--- src/rtl/mrx_packet_ctrl.sv ---
// Receive packet sequencer: assembles 64-bit IO words into PW-bit packets for the rx FIFO.
// Optional accepted-packet counter enabled by defining MRX_PKT_COUNT_EN.
module mrx_packet_ctrl #(
  parameter int PW = 104
) (
  input  logic          rx_clk,
  input  logic          io_nreset,
  input  logic          io_access,
  input  logic [7:0]    io_valid,
  input  logic [63:0]   io_packet,
  input  logic          fifo_wait,
  input  logic          err_clear,
  output logic          fifo_access,
  output logic [PW-1:0] fifo_packet,
  output logic          rx_wait,
  output logic [7:0]    err_short,
  output logic [7:0]    err_ovf,
  output logic [31:0]   pkt_count
);

  localparam int NW = (PW + 63) / 64;
  localparam int LB = PW / 8 - 8 * (NW - 1);
  localparam int CW = (NW > 1) ? $clog2(NW) : 1;
  localparam int BW = (NW > 1) ? NW - 1 : 1;

  typedef enum logic {IDLE, COLLECT} state_t;

  state_t               state;
  logic [CW-1:0]        cnt;
  logic [BW-1:0][63:0]  wbuf;
  logic [PW-1:0]        words;
  logic [3:0]           nbytes;
  logic                 last;
  logic                 advance;
  logic                 complete;
  logic                 abort_word;
  logic                 overflow;

  always_comb begin
    nbytes = '0;
    for (int unsigned i = 0; i < 8; i++)
      nbytes = nbytes + {3'b000, io_valid[i]};
  end

  // In IDLE the counter is zero, so the word is the last one only for single-word packets.
  always_comb begin
    last       = (state == COLLECT) ? (cnt == CW'(NW - 1)) : (NW == 1);
    advance    = io_access & ~last & (io_valid == 8'hFF);
    complete   = io_access & last & (nbytes >= 4'(LB));
    abort_word = io_access & ~advance & ~complete;
    overflow   = complete & fifo_access & fifo_wait;
  end

  generate
    if (NW > 1) begin : g_multi
      always_comb words = PW'({io_packet, wbuf});
    end else begin : g_single
      always_comb words = PW'(io_packet);
    end
  endgenerate

  always_ff @(posedge rx_clk or negedge io_nreset) begin
    if (!io_nreset) begin
      state <= IDLE;
      cnt   <= '0;
    end else if (advance) begin
      state <= COLLECT;
      cnt   <= cnt + 1'b1;
    end else if (complete || abort_word) begin
      state <= IDLE;
      cnt   <= '0;
    end
  end

  always_ff @(posedge rx_clk) begin
    for (int unsigned i = 0; i < BW; i++)
      if (advance && (cnt == CW'(i)))
        wbuf[i] <= io_packet;
  end

  // A completion may load whenever the output is free or being accepted this cycle.
  always_ff @(posedge rx_clk or negedge io_nreset) begin
    if (!io_nreset) begin
      fifo_access <= 1'b0;
      fifo_packet <= '0;
      rx_wait     <= 1'b0;
    end else begin
      rx_wait <= fifo_wait | (fifo_access & fifo_wait);
      if (complete && (!fifo_access || !fifo_wait)) begin
        fifo_access <= 1'b1;
        fifo_packet <= words;
      end else if (fifo_access && !fifo_wait) begin
        fifo_access <= 1'b0;
      end
    end
  end

  always_ff @(posedge rx_clk or negedge io_nreset) begin
    if (!io_nreset) begin
      err_short <= '0;
      err_ovf   <= '0;
    end else if (err_clear) begin
      err_short <= '0;
      err_ovf   <= '0;
    end else begin
      if (abort_word && (err_short != 8'hFF))
        err_short <= err_short + 8'd1;
      if (overflow && (err_ovf != 8'hFF))
        err_ovf <= err_ovf + 8'd1;
    end
  end

`ifdef MRX_PKT_COUNT_EN
  always_ff @(posedge rx_clk or negedge io_nreset) begin
    if (!io_nreset)
      pkt_count <= '0;
    else if (err_clear)
      pkt_count <= '0;
    else if (fifo_access && !fifo_wait)
      pkt_count <= pkt_count + 32'd1;
  end
`else
  assign pkt_count = '0;
`endif

endmodule
--- config.mk ---
export PLATFORM = sky130hd
export DESIGN_NAME = mrx_packet_ctrl
export DESIGN_NICKNAME = d
export VERILOG_FILES = /design/src/rtl/mrx_packet_ctrl.sv
export SDC_FILE = /design/constraint.sdc
export NUM_CORES = 1
export LEC_CHECK = 0
export BUFFER_PORTS_ARGS = -buffer_cell sky130_fd_sc_hd__buf_2
export CAP_MARGIN = 20
export CORE_MARGIN = 2
export CORE_UTILIZATION = 46
export CTS_CLUSTER_SIZE = 25
export DETAILED_ROUTE_END_ITERATION = 10
export GPL_TIMING_DRIVEN = 1
export PLACE_DENSITY = 0.76
export SLEW_MARGIN = 25
export SYNTH_ARGS = -nofsm -noshare
export SYNTH_HDL_FRONTEND = slang
export SYNTH_SLANG_ARGS = --single-unit
--- constraint.sdc ---
create_clock -name rx_clk -period 4.05 [get_ports rx_clk]
set_input_delay 0.6075 -clock rx_clk [delete_from_list [all_inputs] [get_ports rx_clk]]
set_output_delay 0.6075 -clock rx_clk [all_outputs]
set_load 0.01 [all_outputs]
==> summary.log, run 1 <==
INFO  synthesis      yosysSeqAreaShare=66.6%
INFO  cts            postCtsHoldBufs=0
INFO  synthesis      netlist.top_cell.by_area=sky130_fd_sc_hd__dfrtp_1
INFO  placed_design  hpwl=10900µm
INFO  layout         inserted_diodes=0
INFO  timing         slew_headroom=46.2%
INFO  cts            cts_tree=done
INFO  worst_setup_path category_of_the_most_critical_setup_path=input pin to flop
INFO  routing        first_iter_violations=212
INFO  power_and_ir_drop seq_power_share=50.9%
INFO  power_and_ir_drop power.share.switching=21.5%
INFO  cts            post_cts.resized_instances=0
INFO  routing        num_vias=4384
INFO  worst_hold_path hp-class=input pin to async pin
INFO  timing         whs=261ps
INFO  synthesis      synth_cells=449
INFO  floorplan      die-area=17400µm²
INFO  worst_setup_path worstSetupStartpointType=input pin
INFO  timing         totalNegativeSetupSlack=0ps
INFO  synthesis      synth.cell_area=7540µm²
INFO  layout         area.growth.synth_to_final=25.6%
INFO  timing         post-route-period-util=96.8%
INFO  power_and_ir_drop internal_power=3.04mW
INFO  cts            clock-root-buffer=sky130_fd_sc_hd__clkbuf_16
INFO  global_route   total_global_routing_track_utilization=18.0%
INFO  cts            post-cts-setup-buffer-count=0
INFO  timing         fin_crit=3920ps
INFO  worst_setup_path reg2reg_from=cnt
INFO  routing        drt-pass1-iter-count=4
INFO  cts            cts_num_sinks=188
INFO  cts            cts.path.max_buffers=2
INFO  timing         hold_viol_final=0
INFO  synthesis      synthesis.area_per_instance=16.8µm²
INFO  power_and_ir_drop p_leak=4.75nW
INFO  timing         finClkSkew=13.0ps
INFO  run            max-cap-violations=0
INFO  global_route   first_global_vias=4543
INFO  placed_design  io_buffers=198
INFO  global_route   grt_first_pass_wirelength=24500µm
INFO  placed_design  gp_congestion=0.828
INFO  layout         final_cell_area=9470µm²
INFO  worst_setup_path timing.critical_path.mode_cell=sky130_fd_sc_hd__fa_1
INFO  routing        drc_errors=0
INFO  routing        drt-vias-per-instance=4.84
INFO  power_and_ir_drop comb_power_share=5.0%
INFO  timing         fmaxAchievable=255MHz
INFO  floorplan      io-pin-count=231
INFO  floorplan      fp.coreArea=15900µm²
INFO  floorplan      floorplan.die.height=132µm
INFO  routing        wirelength=15300µm
INFO  floorplan      placementRows=46
INFO  placed_design  place_worst_setup_slack=-332ps
INFO  synthesis      synth_top_cell_area_share=41.1%
INFO  worst_setup_path r2r_cells=5
INFO  cts            cts.htree.levels=4
INFO  global_route   total_gr_overflow=0
INFO  worst_setup_path path_delay_family=adder cells
INFO  worst_setup_path arrival=4230ps
INFO  floorplan      fp.dieW=132µm
INFO  layout         drive_gt1_share=54.0%
INFO  layout         most_common_cell_after_layout_fill_and_taps_aside=sky130_fd_sc_hd__buf_2
INFO  global_route   grt_start_max_net_pins=65
INFO  synthesis      ys_seq_elements=188
INFO  cts            insertion_delay_of_the_later_clocked_pin_in_the_worst_skew_pair=430ps
INFO  routing        wl_per_cell=16.9µm
INFO  layout         layout_common_cells=sky130_fd_sc_hd__buf_2 (197), sky130_fd_sc_hd__dfrtp_1 (124), sky130_fd_sc_hd__edfxtp_1 (64)
INFO  worst_setup_path critPathSlowestCell=sky130_fd_sc_hd__fa_1
INFO  timing         finalSetupViolations=0
INFO  timing         finalMaxSlewViolations=0
INFO  worst_setup_path timing.critical_path.cells=buf_2, inv_8, fa_1, fa_1, fa_1, inv_1, ha_2, inv_2, fa_2, nand2b_1, a22oi_2, or2_1, a21oi_4, buf_12, buf_12, mux2_2
INFO  global_route   grt_antenna_before_repair=0
INFO  power_and_ir_drop pwr-share-clk=44.0%
INFO  worst_setup_path cp_data_required_time=4360ps
INFO  layout         final-instance-count-excl-fill=905
INFO  synthesis      yosys-top-cells-area=sky130_fd_sc_hd__dfrtp_1 (41%), sky130_fd_sc_hd__edfxtp_1 (25%), sky130_fd_sc_hd__mux2_4 (12%)
INFO  timing         max_slew.worst_pin.slew=806ps
INFO  synthesis      synth-warning-count=0
INFO  placed_design  dpl.cell_count=874
INFO  worst_setup_path timing.rr.end=wbuf[59]
INFO  cts            path_clk_slew=70ps
INFO  timing         setup_slack=131ps
INFO  outcome        run_status=complete, no violations
INFO  worst_setup_path r2r_setup_slack=1800ps
INFO  power_and_ir_drop power=3.88mW
INFO  layout         postLayoutCoreUtil=59.4%
INFO  worst_setup_path crit_path_max_fanout=15
INFO  power_and_ir_drop p_per_area=409nW/µm²
INFO  placed_design  place_area=8860µm²
INFO  power_and_ir_drop power.ir.vdd_worst=281µV
INFO  cts            tritoncts.num_buffers=17
INFO  timing         setup_repair_after_global_routing_missed_its_margin=no
INFO  worst_setup_path timing.critical_path.slowest_cell_delay=540ps
INFO  routing        antenna_left=0
INFO  power_and_ir_drop net_switching_power=0.835mW
INFO  synthesis      synth.distinct_cells=41
INFO  floorplan      start_util=47.3%
INFO  layout         layout.nets=764
INFO  worst_setup_path end_kind=flop
INFO  worst_setup_path critical_path.n_buffers_inverters=6
logic make-up (layout without fill, tap and decap cells):
logic type      after synthesis  count (layout)  share of synthesized area (%)
buf+inv                      64             273                           5.94
compound gates               19              19                           1.71
xor+xnor                      9               9                           1.05
other cells                   1              32                         0.0497
fa+ha+maj                    10              10                           2.06
flops                       188             188                           66.6
simple gates                 52              52                           3.78
mux                         106             106                           18.8
routing by layer:
metal / global-route usage [%] / up-vias / share of wire (%)
met1: 22.9 / 2205 / 42
met4: 6.52 / 0 / 1.4
met2: 29.7 / 168 / 49
met3: 4.96 / 19 / 7.1
li1: - / 1992 / -
met5: 0 / - / 0
cells in the mapped netlist, drive strengths merged:
cell type and number:
a21o 2, a21oi 7, a22oi 1, a41o 1, and2 1, and3 1, and4 3, buf 45
clkbuf 3, conb 1, dfrtp 124, edfxtp 64, fa 4, ha 6, inv 16, mux2 104
mux2i 2, nand2 7, nand2b 1, nand3 7, nand4 4, nor2 11, nor3 1, nor4 5
nor4b 1, o2111ai 1, o21ai 6, o31ai 1, or2 3, or3 6, or4 1, xnor2 8
xor2 1
layout make-up:
type	instances	area, µm²
well taps	216	270
flip-flops and latches	188	5020
inverters	16	67.6
fillers	1234	6470
clock buffers	19	443
clock inverters	12	159
multi-input cells	228	2220
repair buffers	226	1290
power groups by stage:
stage,logic [mW],registers (mW),clock network [mW]
finish,0.195,1.98,1.71
global route,0.218,1.97,1.83
CTS,0.195,1.97,1.74
detailed placement,0.194,2.01,0
global placement,0.185,2.01,0
floorplan,0.104,2.01,0
worst max path at each step:
stage                      from          endpoint  slack [ps]  cells after the start
floorplan           io_valid[0]   fifo_packet[33]         -50                     15
global placement    io_valid[0]   fifo_packet[23]        -270                     16
detailed placement  io_valid[0]   fifo_packet[27]        -330                     16
CTS                 io_valid[0]      err_short[2]         130                     16
global route        io_valid[0]   fifo_packet[19]          20                     16
finish              io_valid[0]  fifo_packet[103]         130                     16
state kept, by name (all words and copies together), names as in the netlist:
name         count
err_ovf          8
cnt              1
state            1
wbuf            64
fifo_access      1
rx_wait          1
err_short        8
fifo_packet    104
Note: power is estimated with default switching activity, not from simulation.
==> inputs of run 2 (changes only) <==
CORE_UTILIZATION = 50   (was 46)
PLACE_DENSITY = 0.78   (was 0.76)
TNS_END_PERCENT = 1   (was not set)
clock period = 4.5 ns   (was 4.05 ns; I/O delays follow)
==> run 2 against run 1 <==
  * Wire length fell by 1.9%
  * First-iteration DRC count shrank 0.47%
  * Sequential power shrank 10%
  * Critical path depth unchanged
  * Critical path type unchanged
==> summary.log, run 2 (synthesis gave the netlist of run 1 again) <==
INFO  run            max-cap-violations=0 [unchanged]
INFO  layout         largest_register=fifo_packet
INFO  worst_setup_path timing.critical_path.slowest_cell_delay=550ps [about the same]
INFO  routing        drt-vias-per-instance=4.97 [+2.6%]
INFO  global_route   grt_start_max_net_pins=51 [-22%]
INFO  placed_design  place_worst_setup_slack=-55.1ps [+277 ps]
INFO  outcome        run_status=complete, no violations
INFO  routing        drt-pass1-iter-count=4 [unchanged]
INFO  routing        num_vias=4271 [-2.6%]
INFO  routing        drc_errors=0 [unchanged]
INFO  timing         setup_slack=406ps [+275 ps]
INFO  layout         biggestRegsByFlops=fifo_packet (104), wbuf (64)
INFO  routing        wirelength=15000µm [-1.9%]
INFO  worst_setup_path critical_path.n_buffers_inverters=6 [unchanged]
INFO  worst_setup_path crit_path_max_fanout=8 [-7]
INFO  timing         finalSetupViolations=0 [unchanged]
INFO  timing         setup_repair_after_global_routing_missed_its_margin=no
INFO  global_route   grt_first_pass_wirelength=23600µm [-3.7%]
INFO  cts            path_clk_slew=70ps [about the same]
INFO  layout         seqCellArea=5020µm² [unchanged]
INFO  cts            tritoncts.num_buffers=17 [unchanged]
INFO  layout         layout_common_cells=sky130_fd_sc_hd__buf_2 (197), sky130_fd_sc_hd__dfrtp_1 (124), sky130_fd_sc_hd__edfxtp_1 (64)
INFO  global_route   total_global_routing_track_utilization=19.1% [+1.1 points]
INFO  timing         finalMaxSlewViolations=0 [unchanged]
INFO  cts            cts_num_sinks=188 [unchanged]
INFO  global_route   first_global_vias=4450 [-2.0%]
INFO  layout         layout.nets=749 [-2.0%]
INFO  timing         slew_headroom=47.8% [+1.5 points]
INFO  worst_hold_path hp-class=input pin to async pin
INFO  placed_design  dpl.cell_count=827 [-5.4%]
INFO  placed_design  gp_congestion=0.819 [-1.1%]
INFO  power_and_ir_drop p_per_area=375nW/µm² [-8.4%]
INFO  global_route   grt_antenna_before_repair=0 [unchanged]
INFO  layout         drive_gt1_share=52.7% [-1.3 points]
INFO  cts            cts_tree=done
INFO  power_and_ir_drop power.ir.vdd_worst=252µV [-10%]
INFO  worst_setup_path timing.critical_path.cells=buf_2, inv_1, fa_1, fa_1, fa_1, inv_1, ha_1, inv_1, fa_1, nand2b_1, a22oi_2, or2_1, a21oi_4, buf_12, buf_4, mux2_2
INFO  worst_setup_path arrival=4410ps [+180 ps]
INFO  floorplan      start_util=51.5% [+4.2 points]
INFO  worst_setup_path cp_data_required_time=4820ps [+460 ps]
INFO  timing         post-route-period-util=91.0%
INFO  floorplan      io-pin-count=231 [unchanged]
INFO  floorplan      placementRows=44 [-4.3%]
INFO  worst_setup_path end_kind=flop
INFO  layout         largest_register_ffs=104 [unchanged]
INFO  placed_design  place_area=8680µm² [-2.0%]
INFO  worst_setup_path path_delay_family=adder cells
INFO  cts            post-cts-setup-buffer-count=0 [unchanged]
INFO  timing         max_slew.worst_pin.slew=782ps [-24.8 ps]
INFO  routing        wl_per_cell=17.5µm [+3.4%]
INFO  cts            cts.path.max_buffers=2 [unchanged]
INFO  routing        first_iter_violations=211 [-0.47%]
INFO  timing         finClkSkew=7.39ps [-5.65 ps]
INFO  layout         multiInputGateArea=2200µm² [-0.73%]
INFO  power_and_ir_drop p_leak=4.67nW [-1.5%]
INFO  layout         final-instance-count-excl-fill=859 [-5.1%]
INFO  floorplan      die-area=16100µm² [-7.8%]
INFO  worst_setup_path critPathSlowestCell=sky130_fd_sc_hd__fa_1
INFO  layout         final_cell_area=9310µm² [-1.7%]
INFO  routing        antenna_left=0 [unchanged]
INFO  timing         fin_crit=4090ps
INFO  floorplan      fp.dieW=127µm [-4.0%]
INFO  cts            insertion_delay_of_the_later_clocked_pin_in_the_worst_skew_pair=430ps [about the same]
INFO  worst_setup_path category_of_the_most_critical_setup_path=input pin to flop
INFO  floorplan      floorplan.die.height=127µm [-4.0%]
INFO  worst_setup_path worstSetupStartpointType=input pin
INFO  cts            post_cts.resized_instances=0 [unchanged]
INFO  layout         inserted_diodes=0 [unchanged]
INFO  placed_design  io_buffers=198 [unchanged]
INFO  layout         most_common_cell_after_layout_fill_and_taps_aside=sky130_fd_sc_hd__buf_2
INFO  cts            cts.htree.levels=4 [unchanged]
INFO  global_route   total_gr_overflow=0 [unchanged]
INFO  worst_setup_path timing.critical_path.mode_cell=sky130_fd_sc_hd__fa_1
INFO  cts            postCtsHoldBufs=0 [unchanged]
INFO  timing         fmaxAchievable=244MHz
INFO  timing         hold_viol_final=0 [unchanged]
INFO  layout         area.growth.synth_to_final=23.4%
INFO  cts            clock-root-buffer=sky130_fd_sc_hd__clkbuf_16
INFO  layout         fill_cells=1082 [-12%]
INFO  placed_design  hpwl=10600µm [-2.2%]
INFO  timing         totalNegativeSetupSlack=0ps [unchanged]
INFO  floorplan      fp.coreArea=14600µm² [-8.1%]
[run 2: cell count changes in the layout (fill, tap and decap cells not counted), sizes merged]
| cell | previous run | this run |
|---|---|---|
| clkinv | 4 | 5 |
| buf | 226 | 211 |
| clkbuf | 19 | 17 |
| bufinv | 3 | 2 |
| inv | 20 | 23 |
[run 2: per-stage QoR]
| step | hold slack, ps | utilization, % | total power [mW] |
|---|---|---|---|
| floorplan | 379 | - | 1.90 |
| global placement | 455 | 59.3 | 1.96 |
| detailed placement | 464 | 59.3 | 1.97 |
| CTS | 280 | 63.6 | 3.52 |
| global route | 301 | 63.6 | 3.60 |
| finish | 256 | 63.6 | 3.49 |
[run 2: final cells by class]
class	instances	share of cell area, %
sequential	188	54.0
multi-input combinational	228	23.6
timing repair buffer	211	12.5
clock buffer	17	4.57
tap	184	2.47
clock inverter	15	2.15
inverter	16	0.645
[run 2: worst paths after layout]
path / depth (start not counted) / from / slack [ps] / to
worst max-delay path: 16 / io_valid[0] / 410 / fifo_packet[15]
worst min-delay path: 1 / io_nreset / 260 / fifo_packet[34]
worst max register to register: 5 / cnt / 1870 / wbuf[17]
worst min register to register: 1 / wbuf[26] / 480 / fifo_packet[26]
max in group asynchronous: 2 / io_nreset / 3160 / fifo_packet[47]
min in group rx_clk: 1 / io_packet[58] / 410 / wbuf[58]
[run 2: metal layers]
| metal | vias to the layer above | global-route usage (%) | part of all wire [%] | wire length [µm] |
|---|---|---|---|---|
| li1 | 1963 | - | - | - |
| met1 | 2127 | 22.8 | 40 | 6070 |
| met2 | 165 | 33.2 | 52 | 7860 |
| met3 | 16 | 5.44 | 6.0 | 905 |
| met4 | 0 | 6.79 | 1.4 | 204 |
| met5 | - | 0 | 0 | 0 |
[run 2: worst register-to-register path: stages, from the launching register on]
cell                      delay [ps]
sky130_fd_sc_hd__dfrtp_1         430
sky130_fd_sc_hd__and2_1          200
sky130_fd_sc_hd__or3_1           400
sky130_fd_sc_hd__or2_2           320
sky130_fd_sc_hd__nor2_4          610
sky130_fd_sc_hd__buf_12          350
[run 2: where the power goes]
part	total, mW	leakage (nW)	switching [mW]	internal [mW]
sequential	1.78	2.30	0.00352	1.77
combinational	0.161	2.07	0.0995	0.0617
clock	1.55	0.302	0.700	0.851
total	3.49	4.67	0.803	2.69
